File: src/rtl/keccak_cmd_sequencer.sv
// keccak_cmd_sequencer: queues 64-bit Keccak commands from the host and plays
// them into the SHA/SHAKE BRAM wrapper's command registers one at a time.
// Each command is written as reg1 (lengths), then reg0 (opcode). The block waits
// for completion, then parks the wrapper on the idle opcode (31).
// Optional feature macro: KECCAK_SEQ_TIMEOUT_EN adds a WAIT-state watchdog that
// drives timeout_err; without it timeout_err is tied low.
//
// Push handshake: cmd_push is accepted on any rising edge where cmd_full is low.
// cmd_full reflects the count before any same-cycle pop. A push while full is
// dropped and latches overflow_err. Pops happen only from IDLE while run is high.
module keccak_cmd_sequencer #(
    parameter int DEPTH          = 8,
    parameter int CLR_CYCLES     = 2,
    parameter int TIMEOUT_CYCLES = 65535
) (
    input  logic        clk,
    input  logic        rst,
    input  logic [63:0] cmd_wdata,
    input  logic        cmd_push,
    output logic        cmd_full,
    input  logic        run,
    output logic        busy,
    output logic        seq_done,
    output logic [15:0] ops_done,
    output logic        illegal_err,
    output logic        overflow_err,
    output logic        timeout_err,
    output logic [31:0] command_in,
    output logic        command_we0,
    output logic        command_we1,
    output logic        command_enable,
    input  logic        done_shake,
    output logic [2:0]  state_dbg
);

    localparam int AW = $clog2(DEPTH);
    localparam logic [31:0] IDLE_OPCODE = 32'd31;

    typedef enum logic [2:0] {
        S_IDLE = 3'd0,
        S_LD1  = 3'd1,
        S_LD0  = 3'd2,
        S_CLR  = 3'd3,
        S_WAIT = 3'd4,
        S_PARK = 3'd5
    } state_t;

    state_t          state;
    logic [63:0]     mem [DEPTH];
    logic [AW-1:0]   wr_ptr;
    logic [AW-1:0]   rd_ptr;
    logic [AW:0]     count;
    logic [63:0]     cur;
    logic [3:0]      clr_cnt;
    logic [15:0]     wait_cnt;
    logic            push_ok;
    logic            pop;
    logic [4:0]      cur_ins;

    assign cmd_full  = (count == (AW+1)'(DEPTH));
    assign busy      = (state != S_IDLE);
    assign seq_done  = (state == S_IDLE) && (count == '0);
    assign push_ok   = cmd_push && !cmd_full;
    assign pop       = (state == S_IDLE) && run && (count != '0);
    assign cur_ins   = cur[4:0];
    assign state_dbg = state;

`ifdef KECCAK_SEQ_TIMEOUT_EN
    localparam logic [15:0] WD_LAST = 16'(TIMEOUT_CYCLES - 1);
    logic timeout_q;
    assign timeout_err = timeout_q;
`else
    assign timeout_err = 1'b0;
`endif

    // Queue storage; entries need no reset because count gates every read.
    always_ff @(posedge clk) begin
        if (push_ok) mem[wr_ptr] <= cmd_wdata;
    end

    // Queue pointers, occupancy and the dropped-push flag.
    always_ff @(posedge clk) begin
        if (rst) begin
            wr_ptr       <= '0;
            rd_ptr       <= '0;
            count        <= '0;
            overflow_err <= 1'b0;
        end else begin
            if (push_ok) wr_ptr <= wr_ptr + 1'b1;
            if (pop)     rd_ptr <= rd_ptr + 1'b1;
            count <= count + (AW+1)'(push_ok) - (AW+1)'(pop);
            if (cmd_push && cmd_full) overflow_err <= 1'b1;
        end
    end

    // Command FSM; strobes are registered, so each transition loads the
    // outputs that belong to the state being entered.
    always_ff @(posedge clk) begin
        if (rst) begin
            state          <= S_IDLE;
            cur            <= '0;
            clr_cnt        <= '0;
            wait_cnt       <= '0;
            ops_done       <= '0;
            illegal_err    <= 1'b0;
            command_in     <= '0;
            command_we0    <= 1'b0;
            command_we1    <= 1'b0;
            command_enable <= 1'b0;
`ifdef KECCAK_SEQ_TIMEOUT_EN
            timeout_q      <= 1'b0;
`endif
        end else begin
            command_in     <= '0;
            command_we0    <= 1'b0;
            command_we1    <= 1'b0;
            command_enable <= 1'b0;
            case (state)
                S_IDLE: begin
                    if (pop) begin
                        cur         <= mem[rd_ptr];
                        command_in  <= mem[rd_ptr][63:32];
                        command_we1 <= 1'b1;
                        state       <= S_LD1;
                    end
                end
                S_LD1: begin
                    // Opcode write happens only for clear and real Keccak ops.
                    if (cur_ins <= 5'd5) begin
                        command_in  <= cur[31:0];
                        command_we0 <= 1'b1;
                    end else if (cur_ins != 5'd31) begin
                        illegal_err <= 1'b1;
                    end
                    state <= S_LD0;
                end
                S_LD0: begin
                    if (cur_ins == 5'd0) begin
                        command_enable <= 1'b1;
                        clr_cnt        <= 4'd1;
                        state          <= S_CLR;
                    end else if (cur_ins <= 5'd5) begin
                        command_enable <= 1'b1;
                        wait_cnt       <= '0;
                        state          <= S_WAIT;
                    end else begin
                        command_in  <= IDLE_OPCODE;
                        command_we0 <= 1'b1;
                        state       <= S_PARK;
                    end
                end
                S_CLR: begin
                    if (clr_cnt == 4'(CLR_CYCLES)) begin
                        command_in  <= IDLE_OPCODE;
                        command_we0 <= 1'b1;
                        state       <= S_PARK;
                    end else begin
                        clr_cnt        <= clr_cnt + 4'd1;
                        command_enable <= 1'b1;
                    end
                end
                S_WAIT: begin
                    // The first two WAIT cycles may still see the previous done.
                    if (wait_cnt >= 16'd2 && done_shake) begin
                        command_in  <= IDLE_OPCODE;
                        command_we0 <= 1'b1;
                        state       <= S_PARK;
`ifdef KECCAK_SEQ_TIMEOUT_EN
                    end else if (wait_cnt == WD_LAST) begin
                        timeout_q   <= 1'b1;
                        command_in  <= IDLE_OPCODE;
                        command_we0 <= 1'b1;
                        state       <= S_PARK;
`endif
                    end else begin
                        command_enable <= 1'b1;
                        if (wait_cnt != 16'hFFFF) wait_cnt <= wait_cnt + 16'd1;
                    end
                end
                S_PARK: begin
                    ops_done <= ops_done + 16'd1;
                    state    <= S_IDLE;
                end
                default: state <= S_IDLE;
            endcase
        end
    end

endmodule

File: config.mk
export PLATFORM = sky130hd
export DESIGN_NAME = keccak_cmd_sequencer
export DESIGN_NICKNAME = d
export VERILOG_FILES = /design/src/rtl/keccak_cmd_sequencer.sv
export SDC_FILE = /design/constraint.sdc
export NUM_CORES = 1
export LEC_CHECK = 0
export ABC_CLOCK_PERIOD_IN_PS = 5820
export CAP_MARGIN = 0
export CORE_MARGIN = 4
export CORE_UTILIZATION = 50
export CTS_BUF_LIST = sky130_fd_sc_hd__clkbuf_8 sky130_fd_sc_hd__clkbuf_16
export DETAILED_ROUTE_END_ITERATION = 7
export PLACE_DENSITY = 0.79
export SLEW_MARGIN = 20
export SYNTH_ARGS = -nofsm -noshare
export SYNTH_HDL_FRONTEND = slang
export SYNTH_SLANG_ARGS = --single-unit
File: constraint.sdc
create_clock -name clk -period 5.82 [get_ports clk]
set_input_delay 0.582 -clock clk [delete_from_list [all_inputs] [get_ports clk]]
set_output_delay 0.582 -clock clk [all_outputs]
set_load 0.02 [all_outputs]
==> flow_metrics.env, run 1 <==
export IMPL_netlist_top_cells_count="512 x edfxtp_1, 128 x mux4_2, 128 x nor2_1"
export IMPL_htreeDepth=2
export IMPL_viasPerCell=5.94
export IMPL_fin_tns_setup_ps=0
export IMPL_finalSetupViolCount=0
export IMPL_syn2layout_area_growth_pct=15.8
export IMPL_cp_end_kind="flip-flop"
export IMPL_worst_slew_margin_rel_pct=26.5
export IMPL_io_pins=129
export IMPL_grt_overflow=0
export IMPL_cts_setup_buffers=0
export IMPL_clockBufferDepth=3
export IMPL_final_hold_viol_count=0
export IMPL_synth_top_area_share_pct=63.8
export IMPL_core_area_um2=47600
export IMPL_ir_worst_vdd_v=0.000297
export IMPL_final_util_pct=58.6
export IMPL_clkSlewWorstSetupHoldPaths_ps=60
export IMPL_vias=12600
export IMPL_synth_cell_types=48
export IMPL_clock_root_buffer="clkbuf_16"
export IMPL_yosysMostFrequentCell="edfxtp_1"
export IMPL_post_route_min_period_ps=3010
export IMPL_drtIter0Drc=1271
export IMPL_hold_slack_ps=502
export IMPL_power_frac_seq_pct=48.8
export IMPL_syn_num_nets=1411
export IMPL_pwr_share_clk_pct=32.3
export IMPL_syn_area_um2=24100
export IMPL_cts_tree="done"
export IMPL_clkLatencyLatePin_ps=610
export IMPL_grt_max_degree=70
export IMPL_layout_drive_gt1_share_pct=17.0
export IMPL_power_internal_uw=8320
export IMPL_switchingPower_uw=3070
export IMPL_fin_crit_sh_pct=51.7
export IMPL_dp_hpwl_um=29100
export IMPL_grt_usage_pct=19.7
export IMPL_drc=0
export IMPL_yosysTopAreaCell="edfxtp_1"
export IMPL_synth_warnings=0
export IMPL_hp_class="reg -> reg"
export IMPL_postSynth_asyncResetShare_pct=0
export IMPL_outcome="finished clean"
export IMPL_fmax_mhz=332
export IMPL_dieArea_um2=51800
export IMPL_row_count=80
export IMPL_pwr_share_comb_pct=18.9
export IMPL_critPathMaxFanout=24
export IMPL_fp_dieW_um=228
export IMPL_p_leak_uw=0.00879
export IMPL_required_ps=6090
export IMPL_synth_area_per_cell_um2=18.1
export IMPL_worstMarginPinSlew_ps=1100
export IMPL_ys_ff_latch=633
export IMPL_final_cells=2127
export IMPL_hold_buffers=0
export IMPL_fin_nets=1543
export IMPL_wl_um=50500
export IMPL_max_cap_viol_count=0
export IMPL_die_h_um=228
export IMPL_fin_skew_ps=20.7
export IMPL_numPortBuffers=127
export IMPL_dp_cells=2015
export IMPL_antenna_found_initial=3
export IMPL_slew_viol_final=0
export IMPL_arrival_ps=3280
export IMPL_switching_share_pct=27.0
export IMPL_slowest_delay_ps=820
export IMPL_clock_sinks=633
export IMPL_powerDensity_nw_per_um2=408
export IMPL_post_drt_wl_per_cell_um=23.7
export IMPL_synth_area_top_cells="edfxtp_1 64%, mux4_2 12%, dfxtp_1 10%"
export IMPL_cts_buffers=58
export IMPL_synth_cells=1328
export IMPL_gp_congestion=0.813
export IMPL_ys_seq_area_share_pct=73.8
export IMPL_rsz0062_at_grt="false"
export IMPL_final_antenna_net_count=0
export IMPL_synth_edf_count=512
export IMPL_slowest_stage="nor2_4"
export IMPL_ys_flop_type="edfxtp_1"
export IMPL_criticalPathCategory="reg -> reg"
export IMPL_start_util_pct=50.6
export IMPL_grt_pass1_vias=13100
export IMPL_grt_pass1_wl_um=77200
export IMPL_crit_path_cell_trace="inv_1 > ha_1 > nor3b_1 > nor2b_1 > nand2_1 > nor2_4 > buf_4"
export IMPL_cts_resized=0
export IMPL_first_pass_iters=5
export IMPL_crit_path_start_kind="flip-flop"
[per-layer routing]
| layer | track usage [%] | vias up | wire length [um] |
|---|---|---|---|
| met5 | 0 | - | 13 |
| met4 | 5.64 | 2 | 1040 |
| met3 | 4.10 | 72 | 3940 |
| met2 | 32.9 | 521 | 25900 |
| met1 | 26.7 | 6510 | 19600 |
| li1 | - | 5534 | - |
[through the flow]
step,instance area [um2],setup WS [ps],total power (uW)
3_5_place_dp,26000,2390,7810
5_1_grt,27900,2560,11900
6_report,27900,2810,11400
2_1_floorplan,24100,1460,7040
3_3_place_gp,26000,2410,7750
4_1_cts,27900,2770,11500
[worst paths after layout]
kind	startpoint	to	slack (ps)	cells after the start
hold reg to reg	cur[7]	cur[7]	500	2
setup reg to reg	count[2]	mem[3][28]	2810	7
setup / recovery	count[2]	mem[3][28]	2810	7
hold / removal	cur[7]	cur[7]	500	2
[cell usage in the layout (no fill, tap or decap), drive strengths merged, types with 4 or more instances in the layout]
cell and count:
o21ai 7, o31ai 11, a211oi 35, bufinv 4, nor4 5, and3 12
clkdlybuf4s50 126, buf 22, nor3 9, nor2 128, or3 4, a21oi 59
xor2 16, clkinv 20, a31o 4, nand4 12, and4 4, nor2b 4
dfxtp 121, edfxtp 512, nand3 13, clkbuf 64, nand2 31, nand2b 7
xnor2 4, or4 12, ha 13, inv 32, mux2i 63, mux4 128
[logic make-up (layout without fill, tap and decap cells)]
kind of cell	count (synthesis)	count (layout)	synth area share, %
flops	633	633	73.8
compound gates	126	126	3.40
buf+inv	89	270	1.64
mux	193	193	14.7
xor+xnor	20	20	0.727
simple gates	252	252	4.95
fa+ha+maj	14	14	0.758
other cells	1	4	0.0156
[registers in the layout (all words and copies together) (netlist names), 3 cells and up, named ones only]
signal	flops
wait_cnt	16
count	4
ops_done	16
state_dbg	3
cur	32
clr_cnt	4
rd_ptr	3
wr_ptr	3
mem	512
command_in	32
[critical path, delay by kind of cell (launching register included)]
kind,cells,cell delay (ps)
flip-flops,1,310
buffers and inverters,2,540
AND/OR/NAND/NOR,4,1620
adder cells (fa/ha/maj),1,190
[final cells by class]
type	count	area [um2]
Inverter	13	48.8
Sequential cell	633	17800
Multi-Input combinational cell	606	5980
Tap cell	615	769
Clock inverter	45	310
Fill cell	3401	19700
Clock buffer	64	1550
Antenna cell	3	7.51
Timing Repair Buffer	148	1440
[power by group through the flow]
| stage | registers (uW) | logic (uW) | clock network (uW) |
|---|---|---|---|
| floorplan | 5610 | 1430 | 0 |
| global placement | 5640 | 2110 | 0 |
| detailed placement | 5660 | 2150 | 0 |
| CTS | 5560 | 2180 | 3730 |
| global route | 5590 | 2340 | 3950 |
| finish | 5560 | 2150 | 3680 |
Note: power is estimated with default switching activity, not from simulation.
==> run 2, diff against run 1 <==
Settings changed: ABC_CLOCK_PERIOD_IN_PS 5820 to 2940, PLACE_DENSITY 0.79 to 0.76.
Clock period 5.82 ns to 2.94 ns, I/O delays scaled along.
==> flow_metrics.env, run 2 (synthesis gave the netlist of run 1 again) <==
export IMPL_wl_um=51000
export IMPL_mostFrequentLayoutCells="512 x edfxtp_1, 128 x mux4_2, 126 x clkdlybuf4s50_1"
export IMPL_grt_usage_pct=19.9
export IMPL_clkLatencyLatePin_ps=630
export IMPL_required_ps=2650
export IMPL_hold_path_end="overflow_err"
export IMPL_core_area_um2=47600
export IMPL_hp_class="in -> reg"
export IMPL_clock_root_buffer="clkbuf_16"
export IMPL_gp_congestion=0.838
export IMPL_grt_overflow=0
export IMPL_worst_slew_margin_rel_pct=29.6
export IMPL_placed_cell_area_um2=26500
export IMPL_hold_slack_ps=343
export IMPL_grt_busiest_layer="met2"
export IMPL_drc=0
export IMPL_grt_util_met1_pct=26.8
export IMPL_numPortBuffers=127
export IMPL_top_regs="mem (512), command_in (32), cur (32)"
export IMPL_outcome="finished clean"
export IMPL_min_from="cmd_push"
export IMPL_die_h_um=228
export IMPL_antenna_found_initial=5
export IMPL_criticalPathCategory="reg -> out"
export IMPL_final_common_cell="edfxtp_1"
export IMPL_syn2layout_area_growth_pct=19.1
export IMPL_hold_buffers=0
export IMPL_critPathMaxFanout=3
export IMPL_layout_drive_gt1_share_pct=20.1
export IMPL_arrival_ps=2380
export IMPL_final_hold_viol_count=0
export IMPL_vias=12600
export IMPL_cts_setup_buffers=0
export IMPL_worstMarginPinSlew_ps=1040
export IMPL_clock_sinks=633
export IMPL_cp_startpoint="count[2]"
export IMPL_finalSetupViolCount=0
export IMPL_final_antenna_net_count=0
export IMPL_grt_pass1_vias=13000
export IMPL_ir_worst_vdd_v=0.000607
export IMPL_cp_end_kind="output port"
export IMPL_r2r_end="wait_cnt[1]"
export IMPL_io_pins=129
export IMPL_row_count=80
export IMPL_rsz0062_at_grt="false"
export IMPL_crit_path_start_kind="flip-flop"
export IMPL_post_drt_wl_per_cell_um=23.7
export IMPL_largest_register="mem"
export IMPL_grt_pass1_wl_um=78000
export IMPL_grt_max_degree=70
export IMPL_fin_ws_ps=268
export IMPL_slew_viol_final=0
export IMPL_fmax_mhz=374
export IMPL_powerDensity_nw_per_um2=826
export IMPL_fp_dieW_um=228
export IMPL_fin_area_um2=28700
export IMPL_post_route_min_period_ps=2670
export IMPL_largest_register_ffs=512
export IMPL_grt_use_met2_pct=33.6
export IMPL_fin_skew_ps=19.0
export IMPL_fin_crit_sh_pct=90.9
export IMPL_clockBufferDepth=3
export IMPL_fin_nets=1570
export IMPL_drtIter0Drc=1411
export IMPL_reg2reg_slack_ps=420
export IMPL_dieArea_um2=51800
export IMPL_fin_tns_setup_ps=0
export IMPL_rr_worst_depth=6
export IMPL_cts_buffers=59
export IMPL_pre_cts_ws_ps=464
export IMPL_r2r_start="wait_cnt[1]"
export IMPL_max_cap_viol_count=0
export IMPL_dp_cells=2041
export IMPL_cts_resized=0
export IMPL_cts_tree="done"
export IMPL_clkSlewWorstSetupHoldPaths_ps=60
export IMPL_start_util_pct=50.6
export IMPL_viasPerCell=5.85
export IMPL_first_pass_iters=5
export IMPL_met3_usage_pct=4.35
export IMPL_final_cells=2155
export IMPL_p_leak_uw=0.00911
export IMPL_dp_hpwl_um=30000
export IMPL_hold_path_cell_count=3
export IMPL_htreeDepth=2
[run 2: worst max-delay path: stages, from the launching register on]
cell and delay [ps]:
dfxtp_2 320, inv_2 70, ha_1 140, or3b_2 470, nor2_1 140, clkdlybuf4s50_1 630
[run 2: power by group]
part | internal [uW] | switching [uW] | leakage, uW | total [uW]
Sequential | 10500 | 484 | 0.00563 | 11000
Clock | 4910 | 3330 | 0.00107 | 8240
Combinational | 2060 | 2460 | 0.00240 | 4520
[run 2: cell type report]
class,instances,area [um2]
inverter,13,48.8
timing repair buffer,174,1890
clock inverter,45,542
sequential,633,17800
fill,3376,18900
multi-input combinational,606,6030
tap,615,769
clock buffer,67,1610
antenna,2,5.00
[run 2: how the worst max path moves through the flow]
stage | endpoint | slack (ps) | cells after the start
after floorplan | mem[3][0] | -140 | 6
after global placement | count[2] | 530 | 10
after detailed placement | count[2] | 460 | 12
after CTS | seq_done | 220 | 5
after global routing | seq_done | 160 | 5
final | seq_done | 270 | 5
[run 2: routing by layer]
metal	vias up	part of all wire, %
met4	8	1.7
met2	418	51
met3	74	6.7
li1	5600	-
met5	-	0.098
met1	6510	40
[run 2: through the flow]
stage | power [uW] | util, %
4_1_cts | 23900 | 60.2
6_report | 23700 | 60.2
3_5_place_dp | 15700 | 55.7
3_3_place_gp | 15500 | 55.7
2_1_floorplan | 14000 | -
5_1_grt | 24700 | 60.2
